--- src/rtl/note_dispenser.sv ---
// Dispense controller: feeds a note mechanism one note at a time over a four-phase req/ack handshake.
// The highest denomination is always served first. It reports remaining notes, completion and ack-timeout faults.
module note_dispenser #(
  parameter int CW          = 9,
  parameter int ACK_TIMEOUT = 255
) (
  input  logic          clk,
  input  logic          rst_n,
  input  logic          load,
  input  logic [CW-1:0] c50,
  input  logic [CW-1:0] c20,
  input  logic [CW-1:0] c10,
  input  logic [CW-1:0] c5,
  input  logic          pause,
  input  logic          ack,
  input  logic          clear,
  output logic          req,
  output logic [1:0]    denom,
  output logic          active,
  output logic          done,
  output logic          fault,
  output logic [CW+1:0] remaining
);

  localparam int TW = $clog2(ACK_TIMEOUT + 1);
  localparam int RW = CW + 2;
  localparam logic [TW-1:0] TMO_LIMIT = TW'(ACK_TIMEOUT);

  localparam logic [2:0] S_IDLE     = 3'd0;
  localparam logic [2:0] S_SELECT   = 3'd1;
  localparam logic [2:0] S_REQ      = 3'd2;
  localparam logic [2:0] S_WAIT_REL = 3'd3;
  localparam logic [2:0] S_DONE     = 3'd4;
  localparam logic [2:0] S_FAULT    = 3'd5;

  logic [2:0]    state_q, state_d;
  logic [CW-1:0] n50_q, n50_d, n20_q, n20_d, n10_q, n10_d, n5_q, n5_d;
  logic [TW-1:0] tmo_q, tmo_d;
  logic [1:0]    denom_q, denom_d;
  logic          req_q, req_d;
  logic          all_zero;

  assign all_zero = (n50_q == '0) && (n20_q == '0) && (n10_q == '0) && (n5_q == '0);

  always_comb begin
    state_d = state_q;
    n50_d   = n50_q;
    n20_d   = n20_q;
    n10_d   = n10_q;
    n5_d    = n5_q;
    tmo_d   = tmo_q;
    denom_d = denom_q;
    case (state_q)
      S_IDLE: begin
        if (load) begin
          n50_d   = c50;
          n20_d   = c20;
          n10_d   = c10;
          n5_d    = c5;
          state_d = S_SELECT;
        end
      end
      S_SELECT: begin
        if (!pause) begin
          if (all_zero) begin
            state_d = S_DONE;
          end else begin
            if (n50_q != '0)      denom_d = 2'd0;
            else if (n20_q != '0) denom_d = 2'd1;
            else if (n10_q != '0) denom_d = 2'd2;
            else                  denom_d = 2'd3;
            tmo_d   = '0;
            state_d = S_REQ;
          end
        end
      end
      S_REQ: begin
        // An ack on the same edge the limit is reached still counts as a dispensed note.
        if (ack) begin
          case (denom_q)
            2'd0:    n50_d = n50_q - 1'b1;
            2'd1:    n20_d = n20_q - 1'b1;
            2'd2:    n10_d = n10_q - 1'b1;
            default: n5_d  = n5_q - 1'b1;
          endcase
          state_d = S_WAIT_REL;
        end else begin
          tmo_d = tmo_q + 1'b1;
          if (tmo_d == TMO_LIMIT) state_d = S_FAULT;
        end
      end
      S_WAIT_REL: begin
        if (!ack) state_d = S_SELECT;
      end
      S_DONE: begin
        state_d = S_IDLE;
      end
      S_FAULT: begin
        if (clear) begin
          n50_d   = '0;
          n20_d   = '0;
          n10_d   = '0;
          n5_d    = '0;
          state_d = S_IDLE;
        end
      end
      default: state_d = S_IDLE;
    endcase
    req_d = (state_d == S_REQ);
  end

  always_ff @(posedge clk) begin
    if (!rst_n) begin
      state_q <= S_IDLE;
      n50_q   <= '0;
      n20_q   <= '0;
      n10_q   <= '0;
      n5_q    <= '0;
      tmo_q   <= '0;
      denom_q <= 2'd0;
      req_q   <= 1'b0;
    end else begin
      state_q <= state_d;
      n50_q   <= n50_d;
      n20_q   <= n20_d;
      n10_q   <= n10_d;
      n5_q    <= n5_d;
      tmo_q   <= tmo_d;
      denom_q <= denom_d;
      req_q   <= req_d;
    end
  end

  assign req       = req_q;
  assign denom     = denom_q;
  assign active    = (state_q != S_IDLE) && (state_q != S_FAULT);
  assign done      = (state_q == S_DONE);
  assign fault     = (state_q == S_FAULT);
  assign remaining = RW'(n50_q) + RW'(n20_q) + RW'(n10_q) + RW'(n5_q);

endmodule
--- config.mk ---
export PLATFORM = sky130hd
export DESIGN_NAME = note_dispenser
export DESIGN_NICKNAME = d
export VERILOG_FILES = /design/src/rtl/note_dispenser.sv
export SDC_FILE = /design/constraint.sdc
export NUM_CORES = 1
export LEC_CHECK = 0
export ABC_AREA = 1
export CAP_MARGIN = 5
export CORE_MARGIN = 3
export CORE_UTILIZATION = 50
export DETAILED_ROUTE_END_ITERATION = 16
export GPL_TIMING_DRIVEN = 0
export PLACE_DENSITY = 0.74
export SLEW_MARGIN = 20
export SYNTH_ARGS = -nofsm -noshare
export SYNTH_HDL_FRONTEND = slang
export SYNTH_SLANG_ARGS = --single-unit
--- constraint.sdc ---
create_clock -name clk -period 3.81 [get_ports clk]
set_clock_uncertainty 0.05 [all_clocks]
set_input_delay 0.5715 -clock clk [delete_from_list [all_inputs] [get_ports clk]]
set_output_delay 0.5715 -clock clk [all_outputs]
set_load 0.01 [all_outputs]
== After elaboration in Yosys (flattened, before gate mapping) ==
Index checks and enable logic that the tools add are counted.

* Flip-flop bits (word level): 50
* Latch bits: 0
* RAM bits: 0
* Memory bits (read-only): 0
* Bits of input ports: 42
* Output and inout bits: 17
* Word-level logic and storage cells: 93
* Memories: 0

* Add/sub/neg operators: 8
* Multipliers: 0
* Div/mod/pow operators: 0
* $lt $le $gt $ge: 0
* Equality and inequality tests: 20
* Shifts and indexed selects: 0
* Multiplexer cells: 32
* Bitwise logic cells: 2
* Reductions and logical operators: 23

{| class="wikitable"
|+ Operator list
! operator !! count
|-
| $mux W9 || 13
|-
| $pmux W9 S3 || 4
|-
| $logic_not A9 Y1 || 4
|-
| $sub A9 B1 Y9 const B || 4
|-
| $reduce_bool A9 Y1 || 3
|-
| $mux W8 || 3
|-
| $mux W3 || 7
|-
| $reduce_and A5 Y1 || 4
|-
| $pmux W8 S2 || 1
|-
| $pmux W3 S5 || 1
|-
| $ne A2 B2 Y1 const B || 7
|-
| $add A10 B9 Y11 || 1
|-
| $add A11 B9 Y11 || 1
|-
| $add A9 B9 Y10 || 1
|-
| $eq A3 B2 Y1 const B || 3
|-
| $add A8 B1 Y8 const B || 1
|-
| $eq A8 B8 Y1 const B || 1
|-
| $eq A3 B3 Y1 const B || 2
|-
| $ne A2 B1 Y1 const B || 3
|-
| $reduce_bool A3 Y1 || 2
|-
| $logic_and A1 B1 Y1 || 4
|-
| $mux W2 || 2
|-
| $reduce_and A4 Y1 || 1
|-
| $eq A3 B1 Y1 const B || 1
|-
| other kinds (10) || 11
|}

== Longest topological paths before layout ==
Gate-level depths: netlist (run 1).

* Word-level depth: 8
* Depth in mapped cells: 13
* Mapped depth without buffers: 12

== Worst setup path before layout (run 1) ==
Ideal clock, no wire load.

* Kind: register -> output
* Start point: reg n50_q[1]
* End point: out remaining[7]
* Arrival time: 2.843 ns
* Required time: 3.188 ns
* Path slack: 0.345 ns
* Stages on the path, launching flop included: 12
* Buffers on the path: 0
* Cells stage by stage: dfxtp_1 > inv_1 > fa_1 > fa_1 > inv_1 > ha_1 > inv_1 > fa_1 > o21ai_0 > a21oi_1 > o21ai_0 > xor2_1

* Longest elaborated chain between the ends: 3

{| class="wikitable"
|+ Ends and longest elaborated chain
! item !! RTL line !! source
|-
| start, declared || 37 || <nowiki>logic [CW-1:0] n50_q, n50_d, n20_q, n20_d, n10_q, n10_d, n5_q, n5_d;</nowiki>
|-
| start signal, assigned || 124 || <nowiki>n50_q <= n50_d;</nowiki>
|-
| $add A9 B9 Y10 || 139 || <nowiki>assign remaining = RW'(n50_q) + RW'(n20_q) + RW'(n10_q) + RW'(n5_q);</nowiki>
|-
| $add A10 B9 Y11 || 139 ||
|-
| $add A11 B9 Y11 || 139 ||
|-
| end, declared || 22 || <nowiki>output logic [CW+1:0] remaining</nowiki>
|}

Every way passes these cells.

== Final worst setup path (run 1) ==
* Start point: reg n20_q[1]
* End point: out remaining[7]

* Longest elaborated chain between the ends: 3

{| class="wikitable"
|+ Ends and longest elaborated chain
! item !! RTL line !! source
|-
| start, declared || 37 ||
|-
| start signal, assigned || 125 || <nowiki>n20_q <= n20_d;</nowiki>
|-
| $add A9 B9 Y10 || 139 ||
|-
| $add A10 B9 Y11 || 139 ||
|-
| $add A11 B9 Y11 || 139 ||
|}

Every way passes these cells.

==> metrics list, run 1 <==
- Routing usage on met2: approximately 44%
* Average wire per standard cell: around 16 um
* Class of the most critical setup path: reg -> out
- The routed layout has about 4.3k vias.
- For flop-to-flop paths, the worst setup slack is about 1.9 ns.
- Number of remaining DRC errors: 0
- Counting flops with an async set or reset pin after synthesis yields a share of 0%.
- Biggest fanout along the worst timing path: 3
- The area growth from synthesis to layout is 25.1%.
* Number of synthesized flops with an enable pin: 0
- Starting density of the core: between 50% and 60%
- Total congestion overflow: 0
- Hold-critical path depth: 2
* Tcrit/Tclk final: 98.0%
- With fillers left out, the area of the finished cells amounts to between 5000 and 6000 sq um.
- Sequential cell area fraction in the yosys report: ~25%
- Clock-pin slew was measured on the worst setup and hold paths at approximately 0.10 ns.
* Total of fill cells in the finished design: approximately 700
- Across the VDD grid, the largest voltage drop is around 0.25 mV.
- Max Transition Viols Final: 0
* Clk Latency, worst-skew pair: between 0.3 and 0.4 ns
- Proportion of layout cells with a drive suffix above 1: between 10% and 20%
- CP required: 3.19 ns
- Clock tree synthesis inserted a total of 5 buffers.
* Post-synth top cells: sky130_fd_sc_hd__nand2_1, sky130_fd_sc_hd__inv_1, sky130_fd_sc_hd__a21oi_1, sky130_fd_sc_hd__dfxtp_1, sky130_fd_sc_hd__nor2_1
- Total power per unit cell area: between 400 and 500 nW/um^2
* Average size of a mapped cell: 6.93 sq um
* Root Buffer: sky130_fd_sc_hd__clkbuf_8
- Row Count: 32
* Net total in the final layout: 737
* Final Hold Viols: 0
- Die Span Y: 95.9 um
- a little under 60 I/O pins were placed.
* Source of the worst register-to-register timing path: state_q[2]$_SDFF_PN0_
- At the end of routability-driven placement, the weighted congestion stood at between 0.9 and 1.
- The core region is ~7800 sq um.
- After synthesis, the largest area contributor takes up 24.8% of total cell area.
- The path with the worst hold slack has its endpoint at n10_q[3]$_SDFFE_PN0P_.
- Worst Hold Launch: n10_q[3]$_SDFFE_PN0P_
- Before antenna repair, the detailed router went through 6 iterations.
- The floorplan step defined a die boundary enclosing roughly 9200 sq um.
- In this run the horizontal extent of the chip is between 90 and 100 um.
* Synthesized netlist net count: approximately 660
* Critical Path Source Type: flip-flop
* CTS H-tree lvls: 2
- Ys Warns: 0
* Count of max-cap constraint violations: 0
- The run finished with clean final reports.
- The synthesized netlist occupies a cell area of between 4000 and 5000 sq um.
- The design draws ~2400 uW.
- In this run the most used layer during global routing was met2.
- Met3 Usage GRT: 4.53%
- The worst register-to-register path ends at req$_SDFF_PN0_.
- Initial DRC count: 213
- After detailed routing, the number of vias per cell comes to ~5.6.
- Worst slew slack as a fraction of its limit: 51.7%
- Largest net degree at the start of global routing: 17
* Final setup violation count: 0
* Most frequent cell after synthesis: sky130_fd_sc_hd__nand2_1
* R2r worst-path depth: 7
* Buffers added on ports: between 50 and 60
- Subtracting the final worst setup slack from the clock period gives between 3 and 4 ns.
- TritonCTS built the clock tree.
* Sequential cell area in the final layout: around 1000 sq um
- Once placement finished, the instance area stood at ~4800 sq um.
- The first global-routing pass estimated ~19000 um of wire.
- Synth Flop Type: sky130_fd_sc_hd__dfxtp_1
* Area leader, netlist: sky130_fd_sc_hd__dfxtp_1
- Signal arrival time at the worst endpoint: just over 3 ns
* Slew at the pin closest to its max-slew limit: 0.725 ns
- Final worst slack: ~0.075 ns
* Cells after synthesis: between 500 and 600
* Post-Route WL: around 12000 um
* # diodes: 0
* Hold Path Class: reg -> reg
* Number of sinks handled by clock tree synthesis: 50
- Maximum clock insertion buffer count: 2
- FF+latch count, synth: 50
* Area of the multi-input gates: between 2000 and 3000 sq um
- In the global route stage, overall resource usage came out at about a quarter.
- STA classifies the critical path endpoint as a primary output.
- Post-DP HPWL: 9070 um
- Summed over all failing endpoints, the final setup total negative slack is 0 ns.
* Antenna Violating Nets Remaining: 0
* Leading post-synthesis cells by cell area: sky130_fd_sc_hd__dfxtp_1, sky130_fd_sc_hd__nand2_1, sky130_fd_sc_hd__fa_1, sky130_fd_sc_hd__a21oi_1, sky130_fd_sc_hd__inv_1
- Global Route met1 Usage: around 35%
- Setup repair after global routing could not meet its margin everywhere.
- Total leakage power: ~0.0022 uW
- Number of global-route vias before repair: between 3k and 4k
* Fmax: around 270 MHz
- Before CTS, the worst setup slack after placement is -0.439 ns.
- Antenna violations before repair: 0
- The synthesized netlist contains 40 unique library cells.
kinds of logic (layout without fill, tap and decap cells):
kind of cell	after synthesis	count (layout)	share of synthesized area [%]
XOR/XNOR	12	12	2.60
adder cells (fa/ha/maj)	38	38	15.1
AND/OR/NAND/NOR	222	222	25.3
buffers and inverters	107	182	11.0
flip-flops	50	50	24.8
AO/OA/AOI/OAI	154	154	21.2
cells in the final DEF (no fill, tap or decap), types with 3 or more instances in the layout:
cell                                n
sky130_fd_sc_hd__buf_6              5
sky130_fd_sc_hd__buf_2              9
sky130_fd_sc_hd__nor2_1            42
sky130_fd_sc_hd__dfxtp_2           14
sky130_fd_sc_hd__inv_1             68
sky130_fd_sc_hd__fa_1              17
sky130_fd_sc_hd__nand2_4            3
sky130_fd_sc_hd__o21ai_1           25
sky130_fd_sc_hd__dfxtp_4            3
sky130_fd_sc_hd__clkbuf_1           6
sky130_fd_sc_hd__buf_4              9
sky130_fd_sc_hd__a211oi_1           3
sky130_fd_sc_hd__nand2_2            4
sky130_fd_sc_hd__ha_4               5
sky130_fd_sc_hd__dfxtp_1           33
sky130_fd_sc_hd__nand2_1          101
sky130_fd_sc_hd__a21oi_1           62
sky130_fd_sc_hd__nand4_1            8
sky130_fd_sc_hd__o21ai_2            3
sky130_fd_sc_hd__clkbuf_8           5
sky130_fd_sc_hd__inv_4              3
sky130_fd_sc_hd__a32oi_1            4
sky130_fd_sc_hd__a31oi_1           10
sky130_fd_sc_hd__ha_1              15
sky130_fd_sc_hd__clkdlybuf4s50_1   51
sky130_fd_sc_hd__a21oi_2            7
sky130_fd_sc_hd__nor2_4             5
sky130_fd_sc_hd__o21ai_0           30
sky130_fd_sc_hd__xor2_1            10
sky130_fd_sc_hd__inv_2             18
sky130_fd_sc_hd__nor2_2             6
sky130_fd_sc_hd__or2_2              4
sky130_fd_sc_hd__nand3_1           38
sky130_fd_sc_hd__nor3_1             7
area by class of cell:
class	count	share of cell area (%)
clock buffers	5	1.36
clock inverters	3	0.891
well taps	102	2.52
multi-input cells	426	53.5
inverters	89	6.75
flip-flops and latches	50	20.4
plain buffers	18	2.23
repair buffers	67	12.4
routing by layer:
layer	part of all wire [%]	routed length, um
met5	0	0
met4	2.3	278
met3	6.8	820
met2	48	5790
met1	43	5220
power breakdown:
group          switching [uW]  leakage (uW)  internal [uW]
combinational             748       0.00174            595
clock                     200     0.0000504            196
sequential               86.1      0.000419            594
total                    1030       0.00221           1380
state kept, by name, summed over array words and instances (netlist names):
register / count
denom: 2
n10_q: 9
n20_q: 9
n50_q: 9
n5_q: 9
req: 1
state_q: 3
tmo_q: 8
critical path, cell delays in order (launching register included):
cell                      delay [ns]
sky130_fd_sc_hd__dfxtp_2        0.37
sky130_fd_sc_hd__inv_4          0.04
sky130_fd_sc_hd__fa_1           0.56
sky130_fd_sc_hd__fa_1           0.44
sky130_fd_sc_hd__inv_2          0.08
sky130_fd_sc_hd__ha_4           0.15
sky130_fd_sc_hd__inv_4          0.04
sky130_fd_sc_hd__fa_2           0.39
sky130_fd_sc_hd__o21ai_4        0.20
sky130_fd_sc_hd__a21oi_2        0.07
sky130_fd_sc_hd__o21ai_1        0.18
sky130_fd_sc_hd__xor2_1         0.14
sky130_fd_sc_hd__buf_2          0.14
metrics by stage:
stage          cells  hold slack [ns]  util [%]
5_1_grt          760            0.473      64.8
3_3_place_gp     743            0.418      60.8
2_1_floorplan    583            0.405         -
6_report         760            0.436      64.8
3_5_place_dp     743            0.425      60.8
4_1_cts          755            0.441      63.4
how the worst max path moves through the flow:
stage                    to                   from  slack, ns  cells after the start
3_5_place_dp   remaining[7]  n10_q[1]$_SDFFE_PN0P_      -0.44                     12
5_1_grt        remaining[7]  n20_q[1]$_SDFFE_PN0P_      -0.08                     12
2_1_floorplan  remaining[7]  n50_q[1]$_SDFFE_PN0P_       0.35                     11
4_1_cts        remaining[8]  n50_q[5]$_SDFFE_PN0P_     0.0008                     13
3_3_place_gp   remaining[7]  n10_q[1]$_SDFFE_PN0P_      -0.41                     12
6_report       remaining[7]  n20_q[1]$_SDFFE_PN0P_       0.07                     12
timing repair:
| item | 4_1_cts | 5_1_grt |
|---|---|---|
| endpoints found under the hold margin | 0 | 0 |
| gates resized for setup | 39 | 31 |
| hold buffers | 0 | 0 |
| setup buffers | 4 | 5 |
| pin swaps | 5 | 9 |
| setup endpoints to repair | 9 | 9 |
| cloned | 0 | 0 |
Power figures use the tool's default switching activity.
==> run 2: changes to the inputs <==
--- a/config.mk
+++ b/config.mk
@@ -12,6 +12,7 @@
 export DETAILED_ROUTE_END_ITERATION = 16
 export GPL_TIMING_DRIVEN = 0
 export PLACE_DENSITY = 0.74
+export RECOVER_POWER = 25
 export SLEW_MARGIN = 20
 export SYNTH_ARGS = -nofsm -noshare
 export SYNTH_HDL_FRONTEND = slang
==> run 2 against run 1 <==
Effect of this change:
- combinational power is essentially flat
- largest power group unchanged
- global-route usage is the same
- sequential power barely moved
- largest cell class unchanged
- count of clock-buffer cells in the layout did not move
==> metrics list, run 2 (synthesis gave the netlist of run 1 again) <==
* Run status: finished clean
- Post-Route WL: 12100 um
- Dividing the detail-routed via count by the number of cells gives around 5.6.
* Number of sinks handled by clock tree synthesis: 50
* # diodes: 0
- Hold Path Class: reg -> reg
- Detailed placement ended at an HPWL of around 9100 um.
- Signal arrival time at the worst endpoint: roughly 3.1 ns
- Routability-driven placement finished with a final weighted congestion of 0.907.
- In this run the number of H-tree levels came out at 2.
- The floorplan step defined a die boundary enclosing 9200 sq um.
- Most frequent cells in the layout: sky130_fd_sc_hd__nand2_1, sky130_fd_sc_hd__inv_1, sky130_fd_sc_hd__a21oi_1
- RSZ-0062 raised after global routing: true
- Setup violations remaining at the end of the flow were counted as 0.
- At the worst endpoint, the required time is 3.19 ns.
- Max rail drop VDD: roughly 0.25 mV
- Largest net degree at the start of global routing: 17
- The critical path is of the reg -> out type.
* Number of instances in the placed design: 743
* Initial DRC count: around 240
- The number of hold-slack violations in the final timing report is 0.
- Along the worst path, the maximum fanout reaches 3.
- The floorplan has 32 rows.
- Final Cell Area: around 5000 sq um
* Fmax: approximately 270 MHz
- No sink is reached through more buffers than the 2 on the longest clock path.
- Total congestion overflow: 0
* Antenna Violating Nets Remaining: 0
- Buffers inserted during clock tree synthesis total 5.
* Crit. End Element: primary output
* Max Transition Viols Final: 0
- Wire length of the first global-routing pass: around 19000 um
- Starting density of the core: between 50% and 60%
- Buffers added on ports: 58
- Worst-case hold slack: ~0.44 ns
- Leaving out filler cells and counting taps, the final layout contains 760.
* Total leakage power: 0.00219 uW
* Area added between synthesis and finish: 23.7%
* Proportion of layout cells with a drive suffix above 1: between 10% and 20%
- The worst setup path is launched from a flip-flop.
- Root Buffer: sky130_fd_sc_hd__clkbuf_8
- The total area inside the core boundary comes to just under 8000 sq um.
- Summing all placed instances gives a cell area of approximately 4800 sq um.
- TritonCTS clock tree: done
- Net total in the final layout: about 740
* Worst slew slack as a fraction of its limit: a little over 50%
- Measured along the y axis, the die boundary spans between 90 and 100 um.
- The layout has between 700 and 800 filler cells.
- Measured along the x axis, the die boundary spans between 90 and 100 um.
- Shortest clock period the worst path allows after layout: 3.74 ns
* Global router's overall resource usage: approximately a quarter
- In this run the power density over the cells is 481 nW/um^2.
- Number of remaining DRC errors: 0
- The number of antenna violations at the first check in global routing was 0.
- Total iterations of the first detailed-routing run: 7
- Number of global-route vias before repair: about 4k
* Total number of vias: roughly 4.3k
* Most frequent standard cell in the layout excluding fill and tap cells: sky130_fd_sc_hd__nand2_1
* Power, Total: 2410 uW
- In the final timing run, aggregate negative setup slack is 0 ns.
* Clk Latency, worst-skew pair: ~0.31 ns
* # IOs: 59
- Clock input transition at the sequential cells of the worst setup and hold paths: about 0.10 ns
- Slew at the pin closest to its max-slew limit: between 0.7 and 0.8 ns
* Tcrit/Tclk final: between 90% and 100%
* Average wire per standard cell: 16.0 um
- Count of max-cap constraint violations: 0
[run 2: worst paths after layout]
path	startpoint	to	slack, ns	cells past startpoint
worst max-delay path	n20_q[1]$_SDFFE_PN0P_	remaining[7]	0.07	12
worst min-delay path	n10_q[3]$_SDFFE_PN0P_	n10_q[3]$_SDFFE_PN0P_	0.44	2
worst max register to register	state_q[2]$_SDFF_PN0_	n50_q[7]$_SDFFE_PN0P_	1.35	8
worst min register to register	n10_q[3]$_SDFFE_PN0P_	n10_q[3]$_SDFFE_PN0P_	0.44	2
[run 2: metrics by stage]
step | worst slack (ns) | utilization [%]
2_1_floorplan | 0.345 | -
3_3_place_gp | -0.410 | 60.8
3_5_place_dp | -0.439 | 60.8
4_1_cts | 0.000806 | 63.4
5_1_grt | -0.0756 | 64.1
6_report | 0.0685 | 64.1
[run 2: worst max-delay path, stage by stage, from the launching register on]
cell and delay (ns):
sky130_fd_sc_hd__dfxtp_2 0.37, sky130_fd_sc_hd__inv_4 0.05, sky130_fd_sc_hd__fa_1 0.56, sky130_fd_sc_hd__fa_1 0.44
sky130_fd_sc_hd__inv_2 0.08, sky130_fd_sc_hd__ha_4 0.15, sky130_fd_sc_hd__inv_4 0.04, sky130_fd_sc_hd__fa_2 0.39
sky130_fd_sc_hd__o21ai_4 0.20, sky130_fd_sc_hd__a21oi_2 0.07, sky130_fd_sc_hd__o21ai_1 0.18, sky130_fd_sc_hd__xor2_1 0.14
sky130_fd_sc_hd__buf_2 0.14
[run 2: layout make-up]
cell class / count / area [sq um] / share of cell area, %
plain buffers: 18 / 96.3 / 1.93
clock buffers: 5 / 68.8 / 1.38
clock inverters: 3 / 45.0 / 0.901
inverters: 89 / 342 / 6.83
multi-input cells: 426 / 2660 / 53.3
flip-flops and latches: 50 / 1030 / 20.6
well taps: 102 / 128 / 2.55
repair buffers: 67 / 628 / 12.6
[run 2: per-layer routing]
metal  part of all wire [%]  GRT usage (%)  routed length, um  up-vias
met1                     43           35.4               5180     1967
met2                     48           43.9               5790      185
li1                       -              -                  -     2075
met4                    2.4           8.65                297        0
met5                      0              0                  0        -
met3                    7.2           4.53                879       34
[run 2: repair_timing]
| action | 4_1_cts | 5_1_grt |
|---|---|---|
| endpoints found under the setup margin | 9 | 9 |
| hold buffers | 0 | 0 |
| pin swaps | 5 | 9 |
| gates resized for setup | 39 | 31 |
| buffers inserted | 4 | 5 |
[run 2: report_power, final]
part / switching [uW] / internal (uW)
logic: 745 / 586
registers: 85.8 / 594
clock network: 200 / 196
==> run 3: changes to the inputs <==
--- a/config.mk
+++ b/config.mk
@@ -8,10 +8,10 @@
 export ABC_AREA = 1
 export CAP_MARGIN = 5
 export CORE_MARGIN = 3
-export CORE_UTILIZATION = 50
+export CORE_UTILIZATION = 56
 export DETAILED_ROUTE_END_ITERATION = 16
 export GPL_TIMING_DRIVEN = 0
-export PLACE_DENSITY = 0.74
+export PLACE_DENSITY = 0.82
 export RECOVER_POWER = 25
 export SLEW_MARGIN = 20
 export SYNTH_ARGS = -nofsm -noshare
==> run 3 against run 2 <==
Effect of this change:
- the flow now finishes with violations (negative setup slack)
- sequential power about the same
- via count up 0.42%
- maximum frequency down 3.6%
- critical path depth up 1
- setup slack worse by 0.14 ns
- non-clock buffer count unchanged
- count of clock-buffer cells in the layout unchanged
- highest routed layer unchanged
==> metrics list, run 3 (synthesis gave the netlist of run 1 again) <==
- The run finished, with violations left.
- The checks that failed: negative setup slack.
* Maximum clock insertion buffer count: 2
- Max-cap violations in this run came to 0.
- In this run the worst path has a maximum fanout of 4.
* Capturing point of the worst reg2reg path: n50_q[8]$_SDFFE_PN0P_
* Die Span Y: around 91 um
- Combinational group share of total power: between 50% and 60%
* Class of the most critical setup path: reg -> out
- Clock Power Share: 18.6%
* Worst Hold Launch: n10_q[3]$_SDFFE_PN0P_
* Final Hold Viols: 0
- Counting the fill cells in the layout gives roughly 580.
- Root Buffer: sky130_fd_sc_hd__clkbuf_8
* Weighted congestion reported at the end of routability-driven placement: between 0.9 and 1
- Derived from the worst setup path, the maximum achievable clock frequency is between 200 and 300 MHz.
- Hold-critical path depth: 2
- Flop-to-flop setup slack: ~1.6 ns
- The die covers between 8000 and 9000 sq um.
* Power, Total: between 2000 and 2500 uW
* Hold Path Class: reg -> reg
* Most frequent standard cell in the layout excluding fill and tap cells: sky130_fd_sc_hd__nand2_1
* Cts-stage hold buffer count: 0
- TritonCTS buffer count: 5
- Relative to the synthesized area, the layout overhead comes to 24.2%.
- The critical path starts at n10_q[1]$_SDFFE_PN0P_.
- CTS saw 50 sinks.
- Total number of vias: ~4.3k
* Row Count: 30
- For this configuration, the core starts out at a cell density of around 59%.
* Antenna Violating Nets Remaining: 0
* Buffers added on ports: a little under 60
* Wire length of the first global-routing pass: between 15000 and 20000 um
* Average wire per standard cell: around 16 um
- Clock-pin slew was measured on the worst setup and hold paths at around 0.10 ns.
- TritonCTS clock tree: done
- Net total in the final layout: approximately 740
- Antenna violations before repair: 0
- In this run the count of I/O pins placed on the die edge is 59.
* Core area: 6910 sq um
- Total congestion overflow: 0
* Pre-CTS WS: -0.549 ns
- Most frequent cells in the layout: sky130_fd_sc_hd__nand2_1, sky130_fd_sc_hd__inv_1, sky130_fd_sc_hd__a21oi_1
- The startpoint identified for the worst register-to-register timing path is state_q[0]$_SDFF_PN0_.
* Sequential power share: around 27%
- The path with the worst hold slack has its endpoint at n10_q[3]$_SDFFE_PN0P_.
- Global router's overall resource usage: between 20% and 30%
* Die extent in x: roughly 91 um
- Using the TritonRoute via totals, the vias-per-cell ratio works out to 5.68.
- Proportion of layout cells with a drive suffix above 1: 15.3%
* Psw: 1040 uW
- Shortest clock period the worst path allows after layout: approximately 3.9 ns
* Routing usage on met2: between 40% and 50%
- Grt peak-use layer: met2
- VDD sags by at most approximately 0.27 mV.
- Global Route met1 Usage: between 30% and 40%
- For met3 alone, demand over resource in global routing was between 5 and 6%.
* RSZ-0062 raised after global routing: true
- CP required: 3.19 ns
- For the worst-skew pair, the clock arrives at the later sink with an insertion delay of roughly 0.32 ns.
- CTS H-tree lvls: 2
- Initial DRC count: around 380
* Crit. End Element: primary output
* Switching part of the total: 41.9%
- Setup violations remaining at the end of the flow were counted as 1.
* Signal arrival time at the worst endpoint: 3.26 ns
* Critical Path Source Type: flip-flop
* Total power per unit cell area: between 400 and 500 nW/um^2
* Final worst slack: -0.0702 ns
* Worst slew slack as a fraction of its limit: roughly 57%
- Cell internal pwr: approximately 1400 uW
- Summed over all layers, the routed wires come to around 12000 um.
- Number of remaining DRC errors: 0
* R2r worst-path depth: 9
- Max Transition Viols Final: 0
- 0 antenna diodes ended up in the layout.
- At the pin with the least slew margin, the transition time is around 0.65 ns.
* Total iterations of the first detailed-routing run: 5
- Largest net degree at the start of global routing: 17
- Post-DP HPWL: roughly 9000 um
- The number of global-route vias before repair came to 3889.
- In this run the static leakage power is 0.00223 uW.
* Tcrit/Tclk final: 102%
run 3: how the worst max path moves through the flow:
stage | endpoint | slack (ns)
final | remaining[7] | -0.07
after global placement | remaining[7] | -0.48
after CTS | remaining[7] | -0.01
after floorplan | remaining[7] | 0.35
after global routing | remaining[7] | -0.17
after detailed placement | remaining[7] | -0.55
run 3: critical path: stages, from the launching register on:
cell	delay [ns]
sky130_fd_sc_hd__dfxtp_2	0.38
sky130_fd_sc_hd__inv_4	0.06
sky130_fd_sc_hd__fa_1	0.50
sky130_fd_sc_hd__fa_1	0.42
sky130_fd_sc_hd__inv_1	0.08
sky130_fd_sc_hd__ha_2	0.20
sky130_fd_sc_hd__inv_2	0.05
sky130_fd_sc_hd__fa_2	0.35
sky130_fd_sc_hd__o21ai_2	0.16
sky130_fd_sc_hd__buf_4	0.15
sky130_fd_sc_hd__a21oi_1	0.05
sky130_fd_sc_hd__o21ai_1	0.15
sky130_fd_sc_hd__xor2_1	0.21
sky130_fd_sc_hd__buf_2	0.16
run 3: final cells by class:
class	instances	area, sq um	area share [%]
repair buffers	67	634	12.6
clock buffers	5	68.8	1.37
plain buffers	18	97.6	1.94
multi-input cells	426	2660	53.0
inverters	89	339	6.75
flip-flops and latches	50	1030	20.5
clock inverters	3	68.8	1.37
well taps	96	120	2.39
run 3: routing by layer:
metal | share of wire [%] | routed length (um)
met5 | 0 | 0
met4 | 2.1 | 255
met3 | 8.6 | 1030
met2 | 47 | 5620
met1 | 42 | 5090
run 3: through the flow:
step / cell area (sq um) / TNS (ns) / cells / hold slack (ns) / util (%)
after floorplan: 4040 / 0 / 583 / 0.405 / -
after global placement: 4740 / -1.24 / 737 / 0.417 / 68.7
after detailed placement: 4740 / -1.42 / 737 / 0.419 / 68.7
after CTS: 4980 / -0.0168 / 749 / 0.438 / 72.1
after global routing: 5020 / -0.254 / 754 / 0.485 / 72.7
final: 5020 / -0.0702 / 754 / 0.444 / 72.7
run 3: repair_timing:
item,4_1_cts,5_1_grt
setup endpoints to repair,9,9
gates cloned,0,0
setup buffers,4,5
resized for setup,41,25
pin swaps,4,5
run 3: power by group through the flow:
stage          combinational [uW]  clock [uW]  sequential, uW
4_1_cts                      1290         459             673
3_5_place_dp                 1240           0             679
3_3_place_gp                 1210           0             676
6_report                     1340         459             676
2_1_floorplan                 803           0             660
5_1_grt                      1490         480             686
